**src/rtl/alarm_time_keeper.sv**
```systemverilog
// Alarm clock time keeper: stores an editable alarm time, detects the rising
// edge of a current-time match and sequences ring / snooze / stop behaviour.
module alarm_time_keeper #(
   parameter int RING_SECS   = 60,
   parameter int SNOOZE_SECS = 300
) (
   input  logic       clk,
   input  logic       reset_n,
   input  logic       hours,
   input  logic       mins,
   input  logic       alarm_en,
   input  logic       stop,
   input  logic       snooze,
   input  logic       sec_tick,
   input  logic [4:0] cur_hour,
   input  logic [5:0] cur_min,
   output logic [4:0] alarm_hour,
   output logic [5:0] alarm_min,
   output logic       ring,
   output logic       snoozing
);

   localparam int RING_W = $clog2(RING_SECS + 1);
   localparam int SNZ_W  = $clog2(SNOOZE_SECS + 1);

   localparam logic [RING_W-1:0] RING_LOAD = RING_W'(RING_SECS);
   localparam logic [SNZ_W-1:0]  SNZ_LOAD  = SNZ_W'(SNOOZE_SECS);
   localparam logic [RING_W-1:0] RING_ONE  = RING_W'(1);
   localparam logic [SNZ_W-1:0]  SNZ_ONE   = SNZ_W'(1);
   localparam logic [RING_W-1:0] RING_ZERO = {RING_W{1'b0}};
   localparam logic [SNZ_W-1:0]  SNZ_ZERO  = {SNZ_W{1'b0}};

   typedef enum logic [1:0] {
      IDLE    = 2'd0,
      ARMED   = 2'd1,
      RINGING = 2'd2,
      SNOOZE  = 2'd3
   } state_t;

   state_t              state_r;
   logic [RING_W-1:0]   ring_cnt_r;
   logic [SNZ_W-1:0]    snz_cnt_r;
   logic                match_d_r;
   logic                match_s;
   logic                match_rise_s;
   logic                edit_s;

   // Current-time match, its rising edge, and any user edit of the alarm time
   always_comb begin
      match_s      = (cur_hour == alarm_hour) && (cur_min == alarm_min);
      match_rise_s = match_s && !match_d_r;
      edit_s       = hours || mins;
   end

   // Alarm time registers: independent hour and minute wrap, no carry
   always_ff @(posedge clk or negedge reset_n) begin
      if (!reset_n) begin
         alarm_hour <= 5'd0;
         alarm_min  <= 6'd0;
      end else begin
         if (hours) begin
            alarm_hour <= (alarm_hour == 5'd23) ? 5'd0 : alarm_hour + 5'd1;
         end else begin
            alarm_hour <= alarm_hour;
         end
         if (mins) begin
            alarm_min <= (alarm_min == 6'd59) ? 6'd0 : alarm_min + 6'd1;
         end else begin
            alarm_min <= alarm_min;
         end
      end
   end

   // Match history; resets high so a time already equal at reset never rings
   always_ff @(posedge clk or negedge reset_n) begin
      if (!reset_n) begin
         match_d_r <= 1'b1;
      end else begin
         match_d_r <= match_s;
      end
   end

   // Alarm FSM with registered ring/snoozing outputs and second counters
   always_ff @(posedge clk or negedge reset_n) begin
      if (!reset_n) begin
         state_r    <= IDLE;
         ring       <= 1'b0;
         snoozing   <= 1'b0;
         ring_cnt_r <= RING_ZERO;
         snz_cnt_r  <= SNZ_ZERO;
      end else if (!alarm_en) begin
         state_r    <= IDLE;
         ring       <= 1'b0;
         snoozing   <= 1'b0;
         ring_cnt_r <= RING_ZERO;
         snz_cnt_r  <= SNZ_ZERO;
      end else if (edit_s && ((state_r == RINGING) || (state_r == SNOOZE))) begin
         // editing the alarm cancels an active ring or snooze
         state_r    <= ARMED;
         ring       <= 1'b0;
         snoozing   <= 1'b0;
         ring_cnt_r <= RING_ZERO;
         snz_cnt_r  <= SNZ_ZERO;
      end else begin
         case (state_r)
            IDLE: begin
               state_r  <= ARMED;
               ring     <= 1'b0;
               snoozing <= 1'b0;
            end
            ARMED: begin
               if (match_rise_s) begin
                  state_r    <= RINGING;
                  ring       <= 1'b1;
                  snoozing   <= 1'b0;
                  ring_cnt_r <= RING_LOAD;
               end else begin
                  state_r  <= ARMED;
                  ring     <= 1'b0;
                  snoozing <= 1'b0;
               end
            end
            RINGING: begin
               if (stop) begin
                  state_r    <= ARMED;
                  ring       <= 1'b0;
                  ring_cnt_r <= RING_ZERO;
               end else if (snooze) begin
                  state_r    <= SNOOZE;
                  ring       <= 1'b0;
                  snoozing   <= 1'b1;
                  ring_cnt_r <= RING_ZERO;
                  snz_cnt_r  <= SNZ_LOAD;
               end else if (sec_tick && (ring_cnt_r == RING_ONE)) begin
                  state_r    <= ARMED;
                  ring       <= 1'b0;
                  ring_cnt_r <= RING_ZERO;
               end else if (sec_tick && (ring_cnt_r != RING_ZERO)) begin
                  ring_cnt_r <= ring_cnt_r - RING_ONE;
               end else begin
                  ring_cnt_r <= ring_cnt_r;
               end
            end
            SNOOZE: begin
               if (stop) begin
                  state_r   <= ARMED;
                  snoozing  <= 1'b0;
                  snz_cnt_r <= SNZ_ZERO;
               end else if (sec_tick && (snz_cnt_r == SNZ_ONE)) begin
                  state_r    <= RINGING;
                  ring       <= 1'b1;
                  snoozing   <= 1'b0;
                  snz_cnt_r  <= SNZ_ZERO;
                  ring_cnt_r <= RING_LOAD;
               end else if (sec_tick && (snz_cnt_r != SNZ_ZERO)) begin
                  snz_cnt_r <= snz_cnt_r - SNZ_ONE;
               end else begin
                  snz_cnt_r <= snz_cnt_r;
               end
            end
            default: begin
               state_r    <= IDLE;
               ring       <= 1'b0;
               snoozing   <= 1'b0;
               ring_cnt_r <= RING_ZERO;
               snz_cnt_r  <= SNZ_ZERO;
            end
         endcase
      end
   end

endmodule

```
**config.mk**
```make
export PLATFORM = sky130hd
export DESIGN_NAME = alarm_time_keeper
export DESIGN_NICKNAME = d
export VERILOG_FILES = /design/src/rtl/alarm_time_keeper.sv
export SDC_FILE = /design/constraint.sdc
export NUM_CORES = 1
export LEC_CHECK = 0
export BUFFER_PORTS_ARGS = -buffer_cell sky130_fd_sc_hd__buf_2
export CAP_MARGIN = 25
export CORE_MARGIN = 4
export CORE_UTILIZATION = 30
export CTS_CLUSTER_DIAMETER = 100
export DETAILED_ROUTE_END_ITERATION = 12
export HOLD_SLACK_MARGIN = 0.06
export PLACE_DENSITY_LB_ADDON = 0.1
export SETUP_SLACK_MARGIN = 0.3
export SLEW_MARGIN = 15
export SYNTH_ARGS = -nofsm -noshare
export SYNTH_HDL_FRONTEND = slang
export SYNTH_SLANG_ARGS = --single-unit
```
**constraint.sdc**
```tcl
create_clock -name clk -period 2.05 [get_ports clk]
set_input_delay 0.41 -clock clk [delete_from_list [all_inputs] [get_ports clk]]
set_output_delay 0.41 -clock clk [all_outputs]
set_load 0.03 [all_outputs]
```
After elaboration in Yosys (flattened, before gate mapping)
Cells that the tools add are included.

storage, ports and cells
  output and inout port bits = 13
  flip-flop bits (word level) = 31
  logic and storage cells = 96
  input port bits = 19

cells by class
  muxes and demuxes = 45
  $add $sub $neg = 4
  reductions and logical operators = 19
  equal/unequal tests = 20

operators by type and width
  kind                 number
  $mux 9               7
  $mux 6               10
  $pmux 6 s3           1
  $pmux 9 s2           1
  $mux 2               8
  $mux 1               14
  $ne 4x3->1 const B   3
  $eq 9x1->1 const B   1
  $reduce_bool 9->1    1
  $sub 9x1->9 const B  1
  $pmux 2 s4           1
  $logic_and 1x1->1    7
  $ne 7x4->1 const B   1
  $add 6x1->6 const B  1
  $eq 6x1->1 const B   1
  $eq 6x6->1           1
  $eq 6x6->1 const B   1
  $ne 6x3->1 const B   1
  $ne 6x4->1 const B   1
  $reduce_and 3->1     2
  $reduce_bool 6->1    1
  $sub 6x1->6 const B  1
  $add 5x1->5 const B  1
  $eq 5x5->1           1
  18 further kinds     20

Longest topological paths before layout
  word-level depth = 9
  mapped depth = 8
  depth with buffers taken out = 7

Worst setup path before layout
No wires, ideal clock.

  kind = register -> register
  from = register alarm_min[2]
  to = register ring_cnt_r[0]
  period minus slack after synthesis = 2.241 ns
  buffers on the path = 2
  arrival = 2.114 ns
  setup time = 0.128 ns
  slack = -0.191 ns
  cell stages (with the launch flop) = 8
  data required time = 1.922 ns
  path through = dfrtp_1 > clkbuf_1 > xor2_1 > nor4_1 > nor4bb_1 > clkbuf_1 > o21a_2 > mux2_1

on the way
  longest elaborated chain between the ends = 5

RTL lines
  item                               line  text
  start: declaration                 18    output logic [5:0] alarm_min,
  start signal: assignment           67    alarm_min <= (alarm_min == 6'd59) ? 6'd0 : alarm_min + 6'd1;
  start signal: assignment           69    alarm_min <= alarm_min;
  $eq 6x6->1                         50    match_s = (cur_hour == alarm_hour) && (cur_min == alarm_min);
  $logic_and 1x1->1                  50
  $logic_and 1x1->1                  51    match_rise_s = match_s && !match_d_r;
  $ne 4x4->1 (no source line)        -
  $reduce_and 5->1 (no source line)  -
  end signal: assignment             139   ring_cnt_r <= ring_cnt_r - RING_ONE;
  end signal: assignment             141   ring_cnt_r <= ring_cnt_r;
  end: declaration                   41    logic [RING_W-1:0] ring_cnt_r;

No other way between the ends.
A chain may end at the register's enable or synchronous reset.

Worst setup path after layout
  from = register snz_cnt_r[5]
  to = register snz_cnt_r[0]

on the way
  longest elaborated chain between the ends = 7
  elaborated cells on any way between the ends = 11
  those cells by class = 2 x eq/ne; 5 x mux; 4 x reduce/logical

RTL lines
  item                      line  text
  start: declaration        42    logic [SNZ_W-1:0] snz_cnt_r;
  start signal: assignment  156   snz_cnt_r <= snz_cnt_r - SNZ_ONE;
  start signal: assignment  158   snz_cnt_r <= snz_cnt_r;
  $eq 9x1->1                149   end else if (sec_tick && (snz_cnt_r == SNZ_ONE)) begin
  $logic_and 1x1->1         149
  $mux 9                    149
  $mux 9                    145   if (stop) begin
  $pmux 9 s2                105   case (state_r)
  $mux 9                    97    end else if (edit_s && ((state_r == RINGING) || (state_r == SNOOZE))) begin
  $mux 9                    91    end else if (!alarm_en) begin

Several ways; a longest one is shown, not always the timed one.

==> out/metrics.cfg <==
[global_routing]
grt_usage_pct = 14.64
grt_pass1_vias = 1941
grt.overflow.total = 0
grt_max_degree = 22
grt_first_pass_wirelength_um = 9618
antenna_found_initial = 0

[place]
globalplace.congestion = 0.7905
place_hpwl_um = 4280
io_buffers = 31

[drt]
wl_per_cell_um = 15.20
first_pass_iters = 4
avgViaCountPerCell = 5.119
routed.top_layer = met4
drc = 0
drt_iter0_markers = 63
totalWireLength_um = 5610
dr_wl_met3_um = 141
wl_met1_um = 2829
ant_nets = 0
met2_length_um = 2564
num_vias = 1889

[worst_setup_path]
cpMaxStageDelayCell = or4_4
critPathBufInv = 1
critPathArrivalTime_ns = 2.27
end_kind = flip-flop
critPathTopFamily = simple AND/OR/NAND/NOR gates
crit_chain = or4_4 > o41a_1 > o311ai_4 > buf_6 > nor2_4 > mux2_4
max_stage_delay_ns = 0.55
cp-start-kind = flip-flop
critPathKind = reg -> reg
critPathRequiredTime_ns = 2.23
crit_fanout = 6

[synthesis]
synthCells = 217
synth_area_leaders = dfrtp_1 (37%), ha_1 (4.3%), xnor2_1 (3.9%), nand2_1 (3.5%), xor2_1 (2.6%)
ys_ff_latch = 31
ys_top_cells_by_count = dfrtp_1 (30), nand2_1 (19), nor2_1 (13)
synth_top_area_share_pct = 37.08
syn-num-nets = 243
avgSynthCellArea_um2 = 9.329
synth_fa_ha_area_share_pct = 4.326
yosys.area_share.simple_pct = 21.94
async_reset_ff_share_pct = 100.0
synth.most_common_cell = dfrtp_1
synthFlopType = dfrtp_1
synth-edff-count = 0
synth_top_family_by_area = simple AND/OR/NAND/NOR gates
synth_cell_types = 57
synth_xor_area_share_pct = 6.489
yosys_warnings = 0
synth_area_leader_cell = dfrtp_1
synth-compound-area-share_pct = 21.76
syn_area_um2 = 2024
synth.yosys.seq_area_share_pct = 38.38
muxShareOfSynthArea_pct = 2.843

[sta]
drv_slew = 0
setup_viol = 4
max_freq_mhz = 478.0
maxSlewHeadroom_pct = 65.07
fin_worst_skew_ns = 0.005927
period_share_pct = 102.1
fin_crit_ns = 2.092
setup_ws_ns = -0.04213
whs_ns = 0.09115
max_slew.worst_pin.slew_ns = 0.5239
finalHoldViolCount = 0
rsz0062_at_grt = yes
tns_ns = -0.09396

[status]
violations = negative setup slack
status = finished with violations

[min_path]
hold_path.class = in -> async

[clocking]
root_buffer = clkbuf_8
cts.htree.levels = 2
clk_latency_ns = 0.29
cts_tree = built
clock-sinks = 31
path_clk_slew_ns = 0.07
cts_buffers = 5
cts_buffer_depth = 2

[finish]
drive_gt1_share_pct = 38.01
n_antenna_cell = 0
area_delta_synth_final_pct = 36.71
final_nets = 317

[power]
power.density_nw_per_um2 = 836.3
irDropWorstVdd_mv = 0.3082
p_leak_nw = 1.226
p_total_w = 0.002315

[die]
fp.dieW_um = 90.15
core_um2 = 6459
rows = 29
die_y_um = 90.15
initial_core_util_pct = 31.34
io_pins = 32
die_area_um2 = 8126

[run]
drv_cap = 0

through the flow:
stage / instances / setup WS [ns] / area (µm²) / util [%]
after global routing: 369 / -0.09734 / 2768 / 42.85
final: 369 / -0.04213 / 2768 / 42.85
after CTS: 368 / -0.02543 / 2708 / 41.92
after global placement: 358 / -0.03825 / 2561 / 39.66
after floorplan: 217 / -0.06154 / 2048 / -
after detailed placement: 358 / -0.06176 / 2561 / 39.66
metal layers:
metal / vias up / track usage [%]
met5: - / 0
met4: 0 / 5.740
met3: 6 / 2.170
met2: 29 / 22.71
met1: 901 / 20.43
li1: 953 / -
layout by cell type, fill, tap and decap left out, drive strengths merged, types with 4 or more instances in the layout:
cell,instances
buf,75
dfrtp,30
nand2,19
o21ai,15
nor2,14
inv,11
xnor2,9
ha,7
a21oi,7
clkbuf,7
nand3,6
xor2,6
o211ai,6
a32o,5
nor4,5
nand4,4
nor3,4
or3,4
o31ai,4
a21o,4
state kept, by name, indices dropped and copies added, names as in the netlist:
register    flops
alarm_hour      5
match_d_r       1
ring_cnt_r      6
alarm_min       6
state_r         2
snz_cnt_r       9
snoozing        1
ring            1
final timing paths:
kind,from,cells after the start,slack [ns],endpoint
worst max register to register,snz_cnt_r[5]$_DFFE_PN0P_,6,-0.04,snz_cnt_r[0]$_DFFE_PN0P_
worst min register to register,ring$_DFFE_PN0P_,2,0.49,ring$_DFFE_PN0P_
max in group asynchronous,reset_n,2,1.41,ring_cnt_r[2]$_DFFE_PN0P_
worst max-delay path,snz_cnt_r[5]$_DFFE_PN0P_,6,-0.04,snz_cnt_r[0]$_DFFE_PN0P_
min in group clk,cur_hour[2],4,0.43,match_d_r$_DFF_PN1_
worst min-delay path,reset_n,1,0.09,snz_cnt_r[1]$_DFFE_PN0P_
logic make-up after synthesis:
kind of cell    Yosys count
compound gates           60
xor+xnor                 15
fa+ha+maj                 7
buf+inv                  19
flops                    31
mux                       5
simple gates             80
where the power goes:
part           switching [W]  internal (W)
sequential          0.000103      0.000728
combinational       0.000572      0.000427
clock               0.000247      0.000238
total               0.000922       0.00139
area by class of cell:
cell class	instances	area, µm²
fillers	677	3691
multi-input cells	167	1250
flip-flops and latches	31	778.2
repair buffers	75	520.5
well taps	77	96.34
clock buffers	7	76.32
inverters	11	41.29
clock inverters	1	5.005
what timing repair did:
action	CTS	global route
pin swaps	4	5
cloned	0	0
hold buffers	0	0
endpoints found under the setup margin	18	21
buffers inserted	2	1
resized for setup	10	12
Note: power is estimated with default switching activity, not from simulation.
